$ cat config.mk
export PLATFORM = sky130hd
export DESIGN_NAME = automat_multi_produs
export DESIGN_NICKNAME = d
export VERILOG_FILES = /design/src/rtl/automat_multi_produs.sv
export SDC_FILE = /design/constraint.sdc
export NUM_CORES = 1
export LEC_CHECK = 0
export CAP_MARGIN = 15
export CORE_ASPECT_RATIO = 1.1
export CORE_MARGIN = 1.5
export CORE_UTILIZATION = 45
export DETAILED_ROUTE_END_ITERATION = 16
export PLACE_DENSITY = 0.79
export SLEW_MARGIN = 20
export SYNTH_ARGS = -nofsm -noshare
export SYNTH_HDL_FRONTEND = slang
export SYNTH_SLANG_ARGS = --single-unit
$ cat constraint.sdc
create_clock -name clk -period 4.2 [get_ports clk]
set_input_delay 1.26 -clock clk [delete_from_list [all_inputs] [get_ports clk]]
set_output_delay 1.26 -clock clk [all_outputs]
set_load 0.03 [all_outputs]
$ cat src/rtl/automat_multi_produs.sv
// rtl/automat_multi_produs.sv - multi-product coin vending controller with change return
module automat_multi_produs #(
    parameter int                         N_PROD     = 4,
    parameter int                         CREDIT_W   = 5,
    parameter logic [N_PROD*CREDIT_W-1:0] PRICES     = {5'd6, 5'd5, 5'd4, 5'd3},
    parameter int                         V1         = 1,
    parameter int                         V2         = 2,
    parameter int                         V3         = 5,
    parameter int                         MAX_CREDIT = 20,
    parameter int                         TIMEOUT    = 16
) (
    input  logic                clk,
    input  logic                reset,
    input  logic                B1,
    input  logic                B2,
    input  logic                B3,
    input  logic                sel,
    input  logic [2:0]          sel_id,
    input  logic                cancel,
    output logic                cafea,
    output logic [2:0]          cafea_id,
    output logic                rest,
    output logic                coin_rej,
    output logic                sel_err,
    output logic [CREDIT_W-1:0] credit,
    output logic                busy
);

    // One extra bit so credit + coin can be compared against MAX_CREDIT without wrapping
    localparam int SW = CREDIT_W + 1;
    localparam int TW = $clog2(TIMEOUT);

    typedef enum logic [1:0] {
        S_IDLE,
        S_CREDIT,
        S_VEND,
        S_CHANGE
    } state_t;

    state_t              state, state_n;
    logic [CREDIT_W-1:0] credit_n;
    logic [TW-1:0]       tmo, tmo_n;
    logic [2:0]          prod_id, prod_id_n;
    logic                cafea_n, rest_n, coin_rej_n, sel_err_n, busy_n;
    logic [2:0]          cafea_id_n;

    logic [CREDIT_W-1:0] price_tab [0:7];
    logic [1:0]          n_coins;
    logic                coin_any, coin_ok, sel_ok;
    logic [SW-1:0]       coin_val, sum;
    logic [CREDIT_W-1:0] price_sel;

    // Price lookup table; indices beyond N_PROD read as zero and are refused by sel_ok
    for (genvar k = 0; k < 8; k++) begin : g_price
        if (k < N_PROD) begin : g_used
            assign price_tab[k] = PRICES[k*CREDIT_W +: CREDIT_W];
        end else begin : g_unused
            assign price_tab[k] = '0;
        end
    end

    assign price_sel = price_tab[sel_id];
    assign sel_ok    = ({1'b0, sel_id} < 4'(N_PROD)) && (credit >= price_sel);
    assign n_coins   = {1'b0, B1} + {1'b0, B2} + {1'b0, B3};
    assign coin_any  = B1 | B2 | B3;

    // Value of the single inserted coin (only meaningful when exactly one is high)
    always_comb begin
        coin_val = SW'(V3);
        if (B1)
            coin_val = SW'(V1);
        else if (B2)
            coin_val = SW'(V2);
    end

    assign sum     = {1'b0, credit} + coin_val;
    assign coin_ok = (n_coins == 2'd1) && (sum <= SW'(MAX_CREDIT));

    // Next-state and next-output logic; every output is registered below
    always_comb begin
        state_n    = state;
        credit_n   = credit;
        tmo_n      = tmo;
        prod_id_n  = prod_id;
        coin_rej_n = 1'b0;
        sel_err_n  = 1'b0;
        case (state)
            S_IDLE: begin
                tmo_n     = '0;
                sel_err_n = sel;
                if (coin_any) begin
                    if (coin_ok) begin
                        credit_n = sum[CREDIT_W-1:0];
                        state_n  = S_CREDIT;
                    end else begin
                        coin_rej_n = 1'b1;
                    end
                end
            end
            S_CREDIT: begin
                if (cancel) begin
                    state_n    = S_CHANGE;
                    tmo_n      = '0;
                    coin_rej_n = coin_any;
                end else if (sel && sel_ok) begin
                    state_n    = S_VEND;
                    credit_n   = credit - price_sel;
                    prod_id_n  = sel_id;
                    tmo_n      = '0;
                    coin_rej_n = coin_any;
                end else begin
                    // A refused selection still lets a coin through in the same cycle
                    sel_err_n = sel;
                    if (coin_ok) begin
                        credit_n = sum[CREDIT_W-1:0];
                        tmo_n    = '0;
                    end else begin
                        coin_rej_n = coin_any;
                        if (sel) begin
                            tmo_n = '0;
                        end else if (tmo == TW'(TIMEOUT - 1)) begin
                            state_n = S_CHANGE;
                            tmo_n   = '0;
                        end else begin
                            tmo_n = tmo + TW'(1);
                        end
                    end
                end
            end
            S_VEND: begin
                coin_rej_n = coin_any;
                state_n    = (credit != '0) ? S_CHANGE : S_IDLE;
            end
            default: begin
                // S_CHANGE: the rest pulse shown this cycle pays out one unit at the edge
                coin_rej_n = coin_any;
                if (credit <= CREDIT_W'(1)) begin
                    credit_n = '0;
                    state_n  = S_IDLE;
                end else begin
                    credit_n = credit - CREDIT_W'(1);
                end
            end
        endcase
        cafea_n    = (state_n == S_VEND);
        cafea_id_n = (state_n == S_VEND) ? prod_id_n : 3'd0;
        rest_n     = (state_n == S_CHANGE);
        busy_n     = (state_n == S_VEND) || (state_n == S_CHANGE);
    end

    // State, credit, timeout and registered outputs; reset drops any pending change
    always_ff @(posedge clk) begin
        if (reset) begin
            state    <= S_IDLE;
            credit   <= '0;
            tmo      <= '0;
            prod_id  <= 3'd0;
            cafea    <= 1'b0;
            cafea_id <= 3'd0;
            rest     <= 1'b0;
            coin_rej <= 1'b0;
            sel_err  <= 1'b0;
            busy     <= 1'b0;
        end else begin
            state    <= state_n;
            credit   <= credit_n;
            tmo      <= tmo_n;
            prod_id  <= prod_id_n;
            cafea    <= cafea_n;
            cafea_id <= cafea_id_n;
            rest     <= rest_n;
            coin_rej <= coin_rej_n;
            sel_err  <= sel_err_n;
            busy     <= busy_n;
        end
    end

endmodule
# Yosys cells after proc, flatten, opt, wreduce, memory -nomap -nowiden
# Memory sizes are Yosys's and may differ from the RTL's.
# Index checks and enable logic that the tools add are counted.
[word_totals]
input_bits = 10
out_inout_bits = 13
mem_count = 1
wordCells = 82
register_bits = 22
rom_bits = 40
ramBits = 0
latch_bits = 0
[op_classes]
n_shift = 0
order_cmp = 5
eq_ne = 8
bitwise_logic = 5
div_mod_pow = 0
n_addsub = 6
n_reduce_logical = 9
muxes = 38
mul = 0
[memory_table]
columns = ["name", "depth", "word_bits", "read_ports", "rd_ports_with_merged_regs", "write_ports", "line_no", "rtl"]
rows = [
  ["(no name shown)", 8, 5, 1, 0, 0, "62", "assign price_sel = price_tab[sel_id];"],
]
[op_table]
columns = ["operator", "count"]
rows = [
  ["$mux W5", 7],
  ["$mux W4", 5],
  ["$mux W2", 9],
  ["$mux W3", 5],
  ["$pmux W5 S3", 1],
  ["$pmux W4 S2", 1],
  ["$mux W1", 7],
  ["$add A5 B6 Y6", 1],
  ["$eq A2 B2 Y1 const B", 3],
  ["$le A6 B5 Y1 const B", 1],
  ["$pmux W2 S3", 1],
  ["$ge A5 B5 Y1", 1],
  ["$le A5 B1 Y1 const B", 1],
  ["$reduce_bool A5 Y1", 1],
  ["$sub A5 B1 Y5 const B", 1],
  ["$sub A5 B5 Y5", 1],
  ["$add A4 B1 Y4 const B", 1],
  ["$eq A2 B1 Y1 const B", 2],
  ["$eq A4 B4 Y1 const B", 1],
  ["$ge A4 B4 Y1 const B", 1],
  ["$ne A2 B2 Y1 const B", 2],
  ["$not A3 Y4", 1],
  ["$pmux W1 S2", 2],
  ["$logic_and A1 B1 Y1", 3],
  ["10 further kinds", 12],
]

# Depth between registers and ports, before layout
[depth]
word_depth = 13
depth_mapped = 11
mapped_depth_nobuf = 11

# Worst setup path after synthesis
# Ideal clock, no wire load.
[synth_timing]
path_kind = "in2reg"
start = "in sel_id[0]"
end = "reg cafea_id[0]"
setup_ns = 0.124
arrival_time_ns = 3.393
required_time_ns = 4.076
n_path_buf = 0
path_stages = 10
setup_slack_ns = 0.684
cell_sequence = "inv_1 ha_1 or2_2 ha_1 nor2b_1 o21a_1 o31a_1 and4b_1 a211o_1 nor3b_1"
[synth_between]
elab_chain_cells = 13
word_cells_on_any_way = 17
cone_classes = "order compare: 2; eq/ne: 1; mux: 8; bitwise: 2; reduce/logical: 3; memory: 1"
[synth_rtl]
columns = ["element", "line_no", "rtl"]
rows = [
  ["start, declared", "18", "input logic [2:0] sel_id,"],
  ["$not A3 Y4 (implied by the code)", "62", ""],
  ["$mem_v2 Z8 W5", "-", ""],
  ["$mux W5 (implied by the code) (2 in series)", "62", ""],
  ["$ge A5 B5 Y1", "63", "assign sel_ok = ({1'b0, sel_id} < 4'(N_PROD)) && (credit >= price_sel);"],
  ["$logic_and A1 B1 Y1", "63", ""],
  ["$logic_and A1 B1 Y1", "105", "end else if (sel && sel_ok) begin"],
  ["$mux W2", "105", ""],
  ["$mux W2", "101", "if (cancel) begin"],
  ["$pmux W2 S3", "87", "case (state)"],
  ["$eq A2 B2 Y1", "146", "cafea_id_n = (state_n == S_VEND) ? prod_id_n : 3'd0;"],
  ["$not A1 Y1 (no line)", "-", ""],
  ["$reduce_or A2 Y1 (no line)", "-", ""],
  ["end signal, assigned", "170", "cafea_id <= cafea_id_n;"],
  ["end, declared", "21", "output logic [2:0] cafea_id,"],
]
# Parallel ways exist; a longest one is shown, timed or not. The select of a mux whose other input is x is not followed.
# A chain may end at the register's enable or synchronous reset.

# Final worst setup path
# Ends and elaborated chain as after synthesis.

==> flow_metrics.env <==
export IMPL_die_w_um=59.55
export IMPL_yosysWarnings=0
export IMPL_muxShareOfSynthArea=0.02530
export IMPL_post_dp_hpwl_mm=2.834
export IMPL_die_height_um=65.20
export IMPL_synth_ff_latch_count=21
export IMPL_grt_max_degree=17
export IMPL_wl_mm=3.606
export IMPL_slew_violations=0
export IMPL_switching_power_mw=0.5646
export IMPL_track_usage=0.2002
export IMPL_synthSimpleGateAreaFrac=0.2451
export IMPL_setup_viol=0
export IMPL_cts_resized=0
export IMPL_routabilityCongestion=0.8123
export IMPL_rows=22
export IMPL_fin_cells=274
export IMPL_setup_worst_path_start_class="primary input"
export IMPL_grt_pass1_wl_mm=6.154
export IMPL_synth_edf_count=0
export IMPL_coreArea_um2=3358
export IMPL_route_vias_total=1514
export IMPL_async_reset_ff_frac=0
export IMPL_relSlewSlack=0.6488
export IMPL_rsz0062_at_grt="no"
export IMPL_die_area_um2=3882
export IMPL_fin_crit_ps=3836
export IMPL_worst_pin_slew_ps=526.0
export IMPL_maxCapViolCount=0
export IMPL_insertion_delay_ps=320
export IMPL_clk_pin_slew_ps=130
export IMPL_cts_hold_buf=0
export IMPL_hp_class="register to register"
export IMPL_r2r_slack_ps=1480
export IMPL_fin_skew_ps=6.460
export IMPL_p_sw_frac=0.4882
export IMPL_p_int_mw=0.5920
export IMPL_io_buffers=22
export IMPL_fin_crit_sh=0.9133
export IMPL_combPwrFrac=0.613
export IMPL_cts_root_buffer="clkbuf_4"
export IMPL_diodes=0
export IMPL_antenna_found_initial=0
export IMPL_avgSynthCellArea_um2=7.914
export IMPL_timing_setup_tns_ps=0
export IMPL_synthesis_instances=200
export IMPL_layout_commonest_cell="nor2_1"
export IMPL_firstDrtPassIters=4
export IMPL_min_path_cells=2
export IMPL_required_ps=4410
export IMPL_r2r_end="cafea_id[0]"
export IMPL_fmax_ghz=0.2607
export IMPL_initial_core_util=0.4713
export IMPL_ios=23
export IMPL_power_per_cell_area_nw_per_um2=603.8
export IMPL_p_leak_nw=0.7710
export IMPL_fin_nets=251
export IMPL_synth_xor_area_frac=0.02767
export IMPL_pwr_share_seq=0.295
export IMPL_total_power_mw=1.157
export IMPL_synth_fa_ha_area_frac=0.1249
export IMPL_cp_max_fo=8
export IMPL_ant_nets=0
export IMPL_area_delta_synth_final_pct=21.03
export IMPL_htree_levels=1
export IMPL_layout_common_cells="nor2_1 (34), clkdlybuf4s50_1 (22), dfxtp_1 (21)"
export IMPL_r2r_start="credit[0]"
export IMPL_grt_pass1_vias=1404
export IMPL_ys_seq_area_frac=0.2656
export IMPL_hold_viol_final=0
export IMPL_routed_via_density=5.526
export IMPL_ys_flop_type="dfxtp_1"
export IMPL_crit_arrival_ps=4050
export IMPL_crit_path_end="cafea_id[0]"
export IMPL_cts_buffer_depth=2
export IMPL_syn_nets=224
export IMPL_cts_setup_buffers=0
export IMPL_dp_cells=270
export IMPL_power_frac_clock=0.092
export IMPL_cts_tree="done"
export IMPL_initialDrtViolationCount=72
export IMPL_wire_per_inst_um=13.16
export IMPL_synth_cell_area_um2=1583
export IMPL_r2r_cells=8
export IMPL_synth_top_family_by_area="compound AO/OA/AOI/OAI gates"
export IMPL_grt_overflow_total=0
export IMPL_cts_sinks=21
export IMPL_drc_errors=0
export IMPL_cp_startpoint="sel_id[0]"
export IMPL_peakVddDrop_mv=0.3173
export IMPL_netlist_cell_type_count=53
export IMPL_crit_type="primary input to register"
export IMPL_final_util=0.5704
export IMPL_end_kind="register"
export IMPL_synth_compound_area_frac=0.2538
export IMPL_cts_made_buffers=3
export IMPL_post_route_cells_drive_above_1_share=0.09735
export IMPL_outcome="complete, no violations"
## layout make-up
class | count | area (um^2)
inverters | 16 | 60.06
repair buffers | 29 | 272.8
multi-input cells | 156 | 1075
clock inverters | 1 | 5.005
fillers | 321 | 1443
flip-flops and latches | 21 | 420.4
clock buffers | 3 | 22.52
well taps | 48 | 60.06
## worst max-delay path, stage by stage
cell             delay, ps
clkdlybuf4s50_1        500
inv_1                   50
ha_1                   270
or2_2                  300
ha_1                   300
a311o_1                350
o31a_1                 360
and4b_1                220
a211o_1                280
nor3b_1                160
## cells in the mapped netlist (all sizes together), types with 3 or more instances
master | number | area share
a211oi | 3 | 0.021
nand3 | 3 | 0.0095
o21ai | 13 | 0.041
nor3b | 3 | 0.014
nand2b | 3 | 0.012
a22oi | 3 | 0.014
fa | 3 | 0.038
o221ai | 4 | 0.022
dfxtp | 21 | 0.27
mux2i | 4 | 0.025
clkbuf | 6 | 0.014
ha | 11 | 0.087
nor2b | 3 | 0.012
a21oi | 8 | 0.028
inv | 16 | 0.038
nor2 | 36 | 0.089
nor4 | 3 | 0.012
nor3 | 4 | 0.016
or3 | 3 | 0.012
xnor2 | 3 | 0.017
o211ai | 4 | 0.019
nand2 | 11 | 0.026
## per-stage QoR
stage          worst slack (ps)  hold WS [ps]  cell area, um^2
3_3_place_gp              69.72         484.8             1888
3_5_place_dp              17.48         494.8             1888
2_1_floorplan             683.8         456.0             1583
6_report                  364.1         514.3             1916
5_1_grt                   136.0         567.8             1916
4_1_cts                   367.7         525.8             1916
## per-layer routing
layer | part of all wire | vias to the layer above | GRT usage
li1 | - | 771 | -
met1 | 0.47 | 695 | 0.2706
met2 | 0.48 | 46 | 0.3310
met3 | 0.053 | 2 | 0.03937
met4 | 0.0036 | 0 | 0.03611
met5 | 0 | - | 0
## how the worst min path moves through the flow
stage / startpoint / to
3_5_place_dp: prod_id[0] / prod_id[0]
6_report: prod_id[0] / prod_id[0]
3_3_place_gp: prod_id[1] / prod_id[1]
5_1_grt: prod_id[0] / prod_id[0]
4_1_cts: prod_id[0] / prod_id[0]
2_1_floorplan: prod_id[0] / prod_id[0]
## power groups by stage
stage          combinational (mW)  sequential [mW]  clock, mW
6_report                    0.710            0.341      0.106
5_1_grt                     0.786            0.352      0.117
4_1_cts                     0.708            0.341      0.110
3_5_place_dp                0.703            0.346          0
3_3_place_gp                0.693            0.345          0
2_1_floorplan               0.493            0.356          0
## registers in the layout (all words and copies together) (netlist names)
name,cells
cafea,1
rest,1
credit,5
cafea_id,3
busy,1
sel_err,1
prod_id,2
tmo,4
state,2
coin_rej,1
## logic make-up (layout without fill, tap and decap cells)
group / count (synthesis) / in the layout
simple gates: 78 / 78
compound gates: 54 / 54
buf+inv: 23 / 49
flops: 21 / 21
fa+ha+maj: 14 / 14
xor+xnor: 5 / 5
mux: 4 / 4
other cells: 1 / 1
(Power assumes the default switching activity.)
